File: config.mk
export PLATFORM = sky130hd
export DESIGN_NAME = vga_timing_monitor
export DESIGN_NICKNAME = d
export VERILOG_FILES = /design/src/rtl/vga_timing_monitor.sv
export SDC_FILE = /design/constraint.sdc
export NUM_CORES = 1
export LEC_CHECK = 0
export ABC_CLOCK_PERIOD_IN_PS = 12900
export BUFFER_PORTS_ARGS = -buffer_cell sky130_fd_sc_hd__buf_2
export CORE_MARGIN = 2
export CORE_UTILIZATION = 55
export CTS_CLUSTER_SIZE = 40
export DETAILED_ROUTE_END_ITERATION = 10
export GPL_ROUTABILITY_DRIVEN = 1
export PLACE_DENSITY = 0.75
export SYNTH_ARGS = -nofsm -noshare
export SYNTH_HDL_FRONTEND = slang
export SYNTH_SLANG_ARGS = --single-unit
File: constraint.sdc
create_clock -name clk -period 12.9 [get_ports clk]
set_clock_uncertainty 0.15 [all_clocks]
set_input_delay 0.645 -clock clk [delete_from_list [all_inputs] [get_ports clk]]
set_output_delay 0.645 -clock clk [all_outputs]
set_load 0.05 [all_outputs]
File: src/rtl/vga_timing_monitor.sv
// rtl/vga_timing_monitor.sv - VGA receive-side timing checker with probe-pixel capture
// Measures line/frame totals and sync widths, flags frame-to-frame lock, samples one pixel.
module vga_timing_monitor #(
  parameter bit SYNC_ACTIVE_LOW = 1'b1,
  parameter int TIMEOUT_BITS    = 22
) (
  input  logic        clk,
  input  logic        reset,
  input  logic        hSyncIn,
  input  logic        vSyncIn,
  input  logic        redIn,
  input  logic        greenIn,
  input  logic        blueIn,
  input  logic        intenseIn,
  input  logic [11:0] probeX,
  input  logic [10:0] probeY,
  output logic [11:0] hTotal,
  output logic [11:0] hSyncWidth,
  output logic [10:0] vTotal,
  output logic [10:0] vSyncWidth,
  output logic        locked,
  output logic        frameDone,
  output logic [3:0]  probeColor,
  output logic        probeValid
);

  typedef enum logic [1:0] {IDLE, MEASURE, CHECK} state_t;

  localparam logic POL = SYNC_ACTIVE_LOW ? 1'b1 : 1'b0;

  logic                    h_s, h_p, v_s, v_p;
  logic [3:0]              rgbi;
  logic [11:0]             h_count, hs_count, ref_h;
  logic [10:0]             v_count, vs_count, ref_v;
  logic                    probe_done;
  logic [TIMEOUT_BITS-1:0] wd_count;
  state_t                  state;

  logic        h_edge, h_trail, v_edge, v_trail, probe_hit;
  logic [11:0] h_total_nxt, h_total_now;
  logic [10:0] v_total_nxt;

  assign h_edge    = h_s & ~h_p;
  assign h_trail   = ~h_s & h_p;
  assign v_edge    = v_s & ~v_p;
  assign v_trail   = ~v_s & v_p;
  assign h_total_nxt = (h_count == 12'hFFF) ? 12'hFFF : h_count + 12'd1;
  assign h_total_now = h_edge ? h_total_nxt : hTotal;
  // A coincident hsync edge closes the last line of the ending frame.
  assign v_total_nxt = (h_edge && v_count != 11'h7FF) ? v_count + 11'd1 : v_count;
  assign probe_hit   = !probe_done && h_count == probeX && v_count == probeY;

  always_ff @(posedge clk or posedge reset) begin
    if (reset) begin
      h_s  <= 1'b0;
      h_p  <= 1'b0;
      v_s  <= 1'b0;
      v_p  <= 1'b0;
      rgbi <= 4'd0;
    end else begin
      h_s  <= hSyncIn ^ POL;
      h_p  <= h_s;
      v_s  <= vSyncIn ^ POL;
      v_p  <= v_s;
      rgbi <= {redIn, greenIn, blueIn, intenseIn};
    end
  end

  always_ff @(posedge clk or posedge reset) begin
    if (reset) begin
      h_count    <= 12'd0;
      hs_count   <= 12'd0;
      hTotal     <= 12'd0;
      hSyncWidth <= 12'd0;
      v_count    <= 11'd0;
      vs_count   <= 11'd0;
      vTotal     <= 11'd0;
      vSyncWidth <= 11'd0;
      probe_done <= 1'b0;
      probeColor <= 4'd0;
      probeValid <= 1'b0;
    end else begin
      if (h_edge) begin
        hTotal  <= h_total_nxt;
        h_count <= 12'd0;
      end else if (h_count != 12'hFFF) begin
        h_count <= h_count + 12'd1;
      end

      if (h_edge) hs_count <= 12'd1;
      else if (h_s && hs_count != 12'hFFF) hs_count <= hs_count + 12'd1;
      if (h_trail) hSyncWidth <= hs_count;

      if (v_edge) begin
        vTotal  <= v_total_nxt;
        v_count <= 11'd0;
      end else if (h_edge && v_count != 11'h7FF) begin
        v_count <= v_count + 11'd1;
      end

      if (v_edge) vs_count <= {10'd0, h_edge};
      else if (h_edge && v_s && vs_count != 11'h7FF) vs_count <= vs_count + 11'd1;
      if (v_trail) vSyncWidth <= vs_count;

      probeValid <= probe_hit;
      if (probe_hit) probeColor <= rgbi;
      probe_done <= v_edge ? 1'b0 : (probe_done | probe_hit);
    end
  end

  always_ff @(posedge clk or posedge reset) begin
    if (reset) begin
      state     <= IDLE;
      locked    <= 1'b0;
      frameDone <= 1'b0;
      ref_h     <= 12'd0;
      ref_v     <= 11'd0;
      wd_count  <= '0;
    end else begin
      frameDone <= 1'b0;
      if (v_edge) begin
        wd_count <= '0;
        case (state)
          IDLE: state <= MEASURE;
          MEASURE: begin
            ref_h     <= h_total_now;
            ref_v     <= v_total_nxt;
            frameDone <= 1'b1;
            state     <= CHECK;
          end
          default: begin
            frameDone <= 1'b1;
            locked    <= (h_total_now == ref_h) && (v_total_nxt == ref_v);
            ref_h     <= h_total_now;
            ref_v     <= v_total_nxt;
          end
        endcase
      end else if (wd_count == '1) begin
        wd_count <= '0;
        state    <= IDLE;
        locked   <= 1'b0;
      end else begin
        wd_count <= wd_count + 1'b1;
      end
    end
  end

endmodule

======== After elaboration in Yosys (flattened, before gate mapping) ========
Index checks and enable logic that the tools add are counted.
cells by class
  $add $sub $neg .......................... 5
  equality and inequality tests ........... 13
  multiplexer cells ....................... 21
  bitwise logic cells ..................... 12
  reductions and logical operators ........ 17
operator list
  cell                     number
  $mux W12                 6
  $mux W11                 4
  $mux W22                 2
  $add A12 B1 Y12 const B  2
  $eq A12 B12 Y1           2
  $ne A12 B12 Y1 const B   2
  $add A11 B1 Y11 const B  2
  $add A22 B1 Y22 const B  1
  $eq A11 B11 Y1           2
  $eq A22 B22 Y1 const B   1
  $ne A11 B11 Y1 const B   2
  $eq A12 B12 Y1 const B   1
  $reduce_bool A2 Y1       4
  $logic_and A1 B1 Y1      7
  $not A1 Y1               7
  $mux W1                  6
  $reduce_and A2 Y1        3
  $and A1 B1 Y1            4
  $mux W2                  2
  $pmux W2 S2              1
  $ne A3 B1 Y1 const B     1
  $eq A2 B1 Y1 const B     1
  $logic_not A2 Y1         1
  $ne A2 B2 Y1 const B     1
  3 further kinds          3
word-level totals
  register bits after elaboration ......... 155
  bits of input ports ..................... 31
  output and inout port bits .............. 53
  word-level logic and storage cells ...... 90

======== Logic depth before layout (Yosys ltp) ========
Gate-level depths: netlist of run 1.
  word-level depth ........................ 8
  depth in mapped cells ................... 9
  gate-level depth less buffers ........... 8

======== Least setup slack after synthesis of run 1 ========
No wires, ideal clock.
  path kind ............................... reg2reg
  from .................................... register h_count[1]
  to ...................................... register locked
  library setup time ...................... 0.092 ns
  data arrival time ....................... 2.269 ns
  data required time ...................... 12.658 ns
  path slack .............................. 10.389 ns
  cell stages (with the launch flop) ...... 9
  buffers on the path ..................... 0
  period minus slack after synthesis ...... 2.511 ns
  cell sequence ........................... dfrtp_1 ha_1 nand4_4 nor3_4 nor2_2 a221oi_1 o221ai_1 or3_2 o31ai_2
on the way
  word-level cells in the longest chain between the ends .. 7
  elaborated cells on any way between the ends .. 8
  those cells by class .................... add/sub: 1; eq/ne: 2; mux: 4; reduce/logical: 1
ends and longest elaborated chain
  element                                                   line  text
  start: declaration                                        33    logic [11:0] h_count, hs_count, ref_h;
  start signal: assignment                                  87    h_count <= h_count + 12'd1;
  $add A12 B1 Y12 / $eq A12 B12 Y1 (equally long branches)  47    assign h_total_nxt = (h_count == 12'hFFF) ? 12'hFFF : h_count + 12'd1;
  $mux W12 *                                                47
  $mux W12 *                                                -
  $eq A12 B12 Y1 *                                          133   locked <= (h_total_now == ref_h) && (v_total_nxt == ref_v);
  $logic_and A1 B1 Y1 *                                     133
  $mux W1 *                                                 123   case (state)
  $mux W1 *                                                 121   if (v_edge) begin
  end signal: assignment                                    133
  end: declaration                                          21    output logic locked,
Every way passes the cells marked *; elsewhere a longest branch is shown, timed or not. The select of a mux whose other input is x is not followed.
A chain may end at the register's enable or synchronous reset.

======== Worst setup path in the final report of run 1 ========
  from .................................... register h_s
  to ...................................... register locked
on the way
  word-level cells in the longest chain between the ends .. 7
  elaborated cells on any way between the ends .. 9
  those cells by class .................... eq/ne: 2; mux: 4; bitwise: 1; reduce/logical: 2
ends and longest elaborated chain
  element                   line  text
  start: declaration        31    logic h_s, h_p, v_s, v_p;
  start signal: assignment  61    h_s <= hSyncIn ^ POL;
  $and A1 B1 Y1 *           43    assign h_edge = h_s & ~h_p;
  $logic_and A1 B1 Y1       50    assign v_total_nxt = (h_edge && v_count != 11'h7FF) ? v_count + 11'd1 : v_count;
  $mux W11                  -
  $eq A11 B11 Y1            133
  $logic_and A1 B1 Y1 *     133
  $mux W1 *                 123
  $mux W1 *                 121
Marked as above.

==> impl_results.md, run 1 <==
- Total Routing Usage GR: 25.7%
- Total congestion overflow: 0
- Worst Hold End: rgbi[3]
- Routed Antenna Nets: 0
- EDFF count, synth: 0
- RSZ-0062 raised after global routing: false
- Final instance area: 8500 sq um
- Max_cap viols: 0
- Critical path required time: 13,090 ps
- Post-Synthesis Cells: 725
- DIE WIDTH: 120 microns
- XOR/XNOR Fraction of Synth Area: 9.58%
- Final hold vios: 0
- First-pass GRT wire length: 28,800 microns
- Syn Nets: 761
- Diode count: 0
- Post-layout minimum cycle time: 3220 ps
- Final period utilization: 25.0%
- Post-DP HPWL: 12,400 microns
- Setup violations, final: 0
- HP Class: in2reg
- Vias: 5,695
- R2r startpoint: h_s
- R2R setup slack: 9680 ps
- Vias in the first global route: 5,712
- Worst setup SP type: flop
- Largest net degree at the start of global routing: 81
- First-pass DRT Iterations: 5
- Least-Margin Pin Slew: 1010 ps
- Cts bufs inserted: 17
- PnR worst setup slack: 9680 ps
- Slew Limit Fails: 0
- Simple-Gate Fraction of Synth Area: 19.4%
- Post-synth cell types: 69
- Die H: 120 microns
- Core Region: 13,200 sq um
- Yosys warning count: 0
- Antenna violations before repair: 0
- Number of cell rows: 42
- Quantity of gates resized following cts: 0
- Register area share after synthesis: 52.4%
- Nets: 835
- Status: finished clean
- PortBufs: 83
- Synth Area in Adders: 0.845%
- Root buffer cell: clkbuf_16
- Count of hold-fix buffers inserted at cts: 0
- Main area contributors after synthesis: dfrtp_1 52%, xor2_1 6.1%, nand2_1 4.7%
- Mapped Area: 7410 sq um
- Synthesis-to-finish area growth: 14.8%
- Post-CTS setup buffers: 0
- Iteration-0 DRC Markers: 463
- Die Area: 14,400 sq um
- Hold path startpoint: redIn
- Worst slack, placed: 9780 ps
- Skew-Pair Late Insertion Delay: 430 ps
- Placed Area: 7910 sq um
- Drt wl/cell: 17.8 microns
- Worst-case clock buffer depth: 2
- Critical Setup Path Class: reg2reg
- Avg Inst Size Synth: 10.2 sq um
- Sum Neg Setup Slack: 0 ps
- Max-slew headroom: 32.4%
- Fraction of layout cells with a size suffix above 1: 20.3%
- Initial core utilization: 56.2%
- Synthesized flop and latch total: 155
- GP Congestion: 0.963
- Clock Sinks: 155
- Reg2reg end: locked
- Clock transition at path regs: 60 ps
- Worst path arrival time: 3410 ps
- Yosys top cell by area: dfrtp_1
- DRC viols: 0
- Ys flop type: dfrtp_1
- Top cell type's share of synthesized area: 52.4%
- Hold path cells: 1
- Critical path endpoint category: flop
- I/O pins: 84
- Routed WL: 17,600 microns
- Total power: 1.29 mW
- Leakage Power: 4.09 nW
- PD cells: 152 nW/um^2
- Compound-gate portion of the synthesized area: 9.10%
- Vias per cell: 5.77
- Post-synthesis mux area share: 5.10%
- CTS tree: built
- H-tree lvl count: 4
- Synth async-reset ratio: 100%
- Maximum VDD drop: 0.0939 mV
- Worst-path fanout max: 34
- Largest family of logic cells by synthesized area: simple AND/OR/NAND/NOR gates
- Register-to-Register Path Depth: 8
- Max Clock Freq: 311 MHz
-- critical path, stage by stage (launching register included) --
cell and delay, ps:
dfrtp_1 430, nor2b_2 480, buf_4 440, nand4_4 150, a2111oi_2 350, o311a_1 230
o2111ai_1 100, or4_1 550, o31ai_2 230
-- cells in the final DEF (no fill, tap or decap), types with 4 or more instances in the layout --
cell type,count
xnor2_1,29
a22oi_1,4
nor3_1,18
buf_2,83
clkinv_2,4
o31ai_1,5
and3_1,8
mux2i_1,4
nand4_1,19
inv_1,19
a31oi_1,8
a21oi_1,7
ha_1,5
mux2_2,28
nand3_1,29
o21ai_0,41
or3_1,4
and4_1,4
nor4_1,9
clkbuf_16,17
nand2_1,92
nor2_1,82
dfrtp_1,155
buf_4,5
xor2_1,52
nand2b_1,8
-- sequential cells by signal, indices dropped and copies added (netlist names), 2 cells and up --
signal      count
rgbi            4
vs_count       11
ref_h          12
vTotal         11
hs_count       12
hSyncWidth     12
wd_count       22
hTotal         12
vSyncWidth     11
state           2
ref_v          11
h_count        12
probeColor      4
v_count        11
-- layer usage --
layer / vias up / share of wire (%) / global-route usage (%)
li1: 2664 / - / -
met1: 2794 / 45 / 35.6
met2: 205 / 47 / 39.7
met3: 32 / 5.4 / 5.66
met4: 0 / 2.2 / 9.93
met5: - / 0 / 0
-- cell families (layout without fill, tap and decap cells) --
logic type / after synthesis / in the layout
compound gates: 101 / 101
xor+xnor: 81 / 81
fa+ha+maj: 5 / 5
buf+inv: 54 / 140
flops: 155 / 155
mux: 33 / 33
simple gates: 296 / 296
-- report_power, final --
part	internal, mW	total [mW]	switching [mW]
clock	0.308	0.502	0.195
sequential	0.524	0.573	0.0491
combinational	0.0731	0.213	0.140
total	0.904	1.29	0.384
-- stage by stage --
step / util, % / hold slack (ps) / cells
after floorplan: - / 268 / 725
after global placement: 60.0 / 297 / 956
after detailed placement: 60.0 / 319 / 956
after CTS: 64.5 / 164 / 987
after global routing: 64.5 / 165 / 987
final: 64.5 / 171 / 987
-- layout make-up --
class | instances | area (sq um)
Inverter | 21 | 91.3
Fill cell | 1077 | 4690
Tap cell | 176 | 220
Timing Repair Buffer | 88 | 453
Sequential cell | 155 | 3880
Clock buffer | 20 | 447
Clock inverter | 11 | 143
Multi-Input combinational cell | 516 | 3270
-- worst max path at each step --
stage | start | to | slack (ps) | cells after the start
after floorplan | reset | frameDone | 7930 | 1
final | h_s | locked | 9680 | 8
after detailed placement | h_s | locked | 9780 | 8
after global routing | v_count[0] | locked | 9590 | 8
after global placement | h_s | locked | 9890 | 8
after CTS | h_s | locked | 9720 | 8
-- synthesized netlist by cell type, types with 3 or more instances --
library cell  instances
nand2_1              92
mux2i_1               4
buf_2                10
nor4_1                9
dfrtp_1             155
o2111ai_1             3
xnor2_1              29
ha_1                  5
buf_1                 6
xor2_1               52
and4_1                4
a31oi_1               8
nor2_1               82
inv_1                20
o31ai_1               5
nand2b_1              8
a22oi_1               4
o41ai_1               3
buf_6                 4
clkbuf_1             11
nand4_1              19
or3_1                 4
and3_1                8
nor3_1               18
a21oi_1               7
o21ai_1               3
nor2b_1               5
o21ai_0              41
mux2_2               28
nand3_1              29
No activity file was read; power rests on OpenSTA's default activity.
==> run 2: changes to the inputs <==
Settings changed: ABC_CLOCK_PERIOD_IN_PS 12900 to 3200.
Clock period 12.9 ns to 3.2 ns, I/O delays scaled along.
==> impl_results.md, run 2 (synthesis gave the netlist of run 1 again) <==
- Iteration-0 DRC Markers: 476 (was 463)
- RSZ-0062 raised after global routing: false (unchanged)
- Register-to-Register Path Depth: 7 (was 8)
- Least-Margin Pin Slew: 997 ps (was 1010 ps)
- Critical Setup Path Class: reg2reg (unchanged)
- Worst path arrival time: 3100 ps (was 3410 ps)
- Max-slew headroom: 33.4% (was 32.4%)
- Reg2reg end: locked (unchanged)
- R2r startpoint: h_count[1] (was h_s)
- Max Clock Freq: 343 MHz (was 311 MHz)
- Initial core utilization: 56.2% (unchanged)
- PortBufs: 83 (unchanged)
- Max reg flops: 22 (unchanged)
- Worst slack, placed: 305 ps (was 9780 ps)
- Cts bufs inserted: 17 (unchanged)
- Max_cap viols: 0 (unchanged)
- First-pass GRT wire length: 29,100 microns (was 28,800 microns)
- Nets: 859 (was 835)
- Worst-path fanout max: 6 (was 34)
- Count of hold-fix buffers inserted at cts: 7 (was 0)
- Skew-Pair Late Insertion Delay: 420 ps (was 430 ps)
- Die H: 120 microns (unchanged)
- Slew Limit Fails: 0 (unchanged)
- Final period utilization: 91.2% (was 25.0%)
- I/O pins: 84 (unchanged)
- CTS tree: built (unchanged)
- Clock Sinks: 155 (unchanged)
- Maximum VDD drop: 0.686 mV (was 0.0939 mV)
- Setup violations, final: 0 (unchanged)
- Final hold vios: 0 (unchanged)
- Most frequent cells in the layout: 155 x dfrtp_1, 92 x nand2_1, 83 x buf_2, 82 x nor2_1, 52 x xor2_1 (unchanged)
- Clock transition at path regs: 60 ps (about the same)
- Diode count: 0 (unchanged)
- Fraction of layout cells with a size suffix above 1: 22.0% (was 20.3%)
- Quantity of gates resized following cts: 0 (unchanged)
- Vias: 5,809 (was 5,695)
- Critical path endpoint category: flop (unchanged)
- Vias in the first global route: 5,707 (was 5,712)
- Post-layout minimum cycle time: 2920 ps (was 3220 ps)
- Post-DP HPWL: 12,900 microns (was 12,400 microns)
- Routed WL: 17,900 microns (was 17,600 microns)
- DRC viols: 0 (unchanged)
- Leakage Power: 4.22 nW (was 4.09 nW)
- Largest register by flop count: wd_count (unchanged)
- GP Congestion: 0.925 (was 0.963)
- Commonest non-fill, non-tap cell in the layout: dfrtp_1 (unchanged)
- R2R setup slack: 280 ps (was 9680 ps)
- Core Region: 13,200 sq um (unchanged)
- Worst Hold End: probeValid (was rgbi[3])
- Routed Antenna Nets: 0 (unchanged)
- First-pass DRT Iterations: 5 (unchanged)
- Post-CTS setup buffers: 0 (unchanged)
- PnR worst setup slack: 281 ps (was 9680 ps)
- H-tree lvl count: 4 (unchanged)
- HP Class: in2reg (unchanged)
- DIE WIDTH: 120 microns (unchanged)
- Number of cell rows: 42 (unchanged)
- Root buffer cell: clkbuf_16 (unchanged)
- Vias per cell: 5.75 (was 5.77)
- Worst-case clock buffer depth: 2 (unchanged)
- Critical path required time: 3380 ps (was 13,090 ps)
- PD cells: 600 nW/um^2 (was 152 nW/um^2)
- Status: finished clean (unchanged)
- Drt wl/cell: 17.7 microns (was 17.8 microns)
- Hold path startpoint: probeX[8] (was redIn)
- Largest net degree at the start of global routing: 49 (was 81)
- Antenna violations before repair: 0 (unchanged)
- Hold path cells: 5 (was 1)
- Total Routing Usage GR: 26.1% (was 25.7%)
- Worst setup SP type: flop (unchanged)
- Die Area: 14,400 sq um (unchanged)
- Total congestion overflow: 0 (unchanged)
- Synthesis-to-finish area growth: 17.9% (was 14.8%)
- Sum Neg Setup Slack: 0 ps (unchanged)
-- run 2: changes by cell type in the layout (fill, tap and decap cells not counted), sizes merged --
cell,before,now
bufinv,3,2
buf,88,105
dlygate4sd3,0,7
inv,23,22
clkinv,4,5
clkbuf,20,21
-- run 2: metal layers --
layer  vias up  wire, microns  GRT usage [%]  part of all wire, %
met5         -              0              0                    0
met4         0            373           8.38                  2.1
met3        32            801           5.80                  4.5
met2       178           8520           41.1                   48
met1      2883           8160           36.3                   46
li1       2716              -              -                    -
-- run 2: area by class of cell --
type / instances / area, sq um
clock inverter: 10 / 114
inverter: 21 / 90.1
tap: 176 / 220
sequential: 155 / 3880
multi-input combinational: 516 / 3270
clock buffer: 21 / 480
fill: 1040 / 4460
timing repair buffer: 112 / 676
-- run 2: per-stage QoR --
| step | power, mW | util (%) | instances | instance area, sq um | hold WS (ps) |
|---|---|---|---|---|---|
| 6_report | 5.23 | 66.2 | 1011 | 8730 | 174 |
| 5_1_grt | 5.45 | 66.2 | 1011 | 8730 | 145 |
| 4_1_cts | 5.26 | 66.2 | 1011 | 8730 | 135 |
| 3_5_place_dp | 3.24 | 61.1 | 973 | 8070 | 125 |
| 3_3_place_gp | 3.21 | 61.1 | 973 | 8070 | 121 |
| 2_1_floorplan | 2.95 | - | 725 | 7410 | 41.4 |
-- run 2: worst max path at each step --
stage | start | end | slack (ps)
floorplan | h_count[1] | locked | 690
global placement | h_count[1] | locked | 370
detailed placement | h_count[1] | locked | 310
CTS | h_count[1] | locked | 300
global route | h_count[1] | locked | 40
finish | h_count[1] | locked | 280
-- run 2: where the power goes --
group	switching, mW	internal [mW]
clock network	0.784	1.23
registers	0.182	2.11
logic	0.602	0.329
total	1.57	3.67
-- run 2: worst max-delay path, cell delays in order (launching register included) --
cell and delay, ps:
dfrtp_1 460, ha_1 330, and4_1 330, a21boi_0 150, o41ai_1 580, o221ai_1 180
or3_2 480, o31ai_2 180
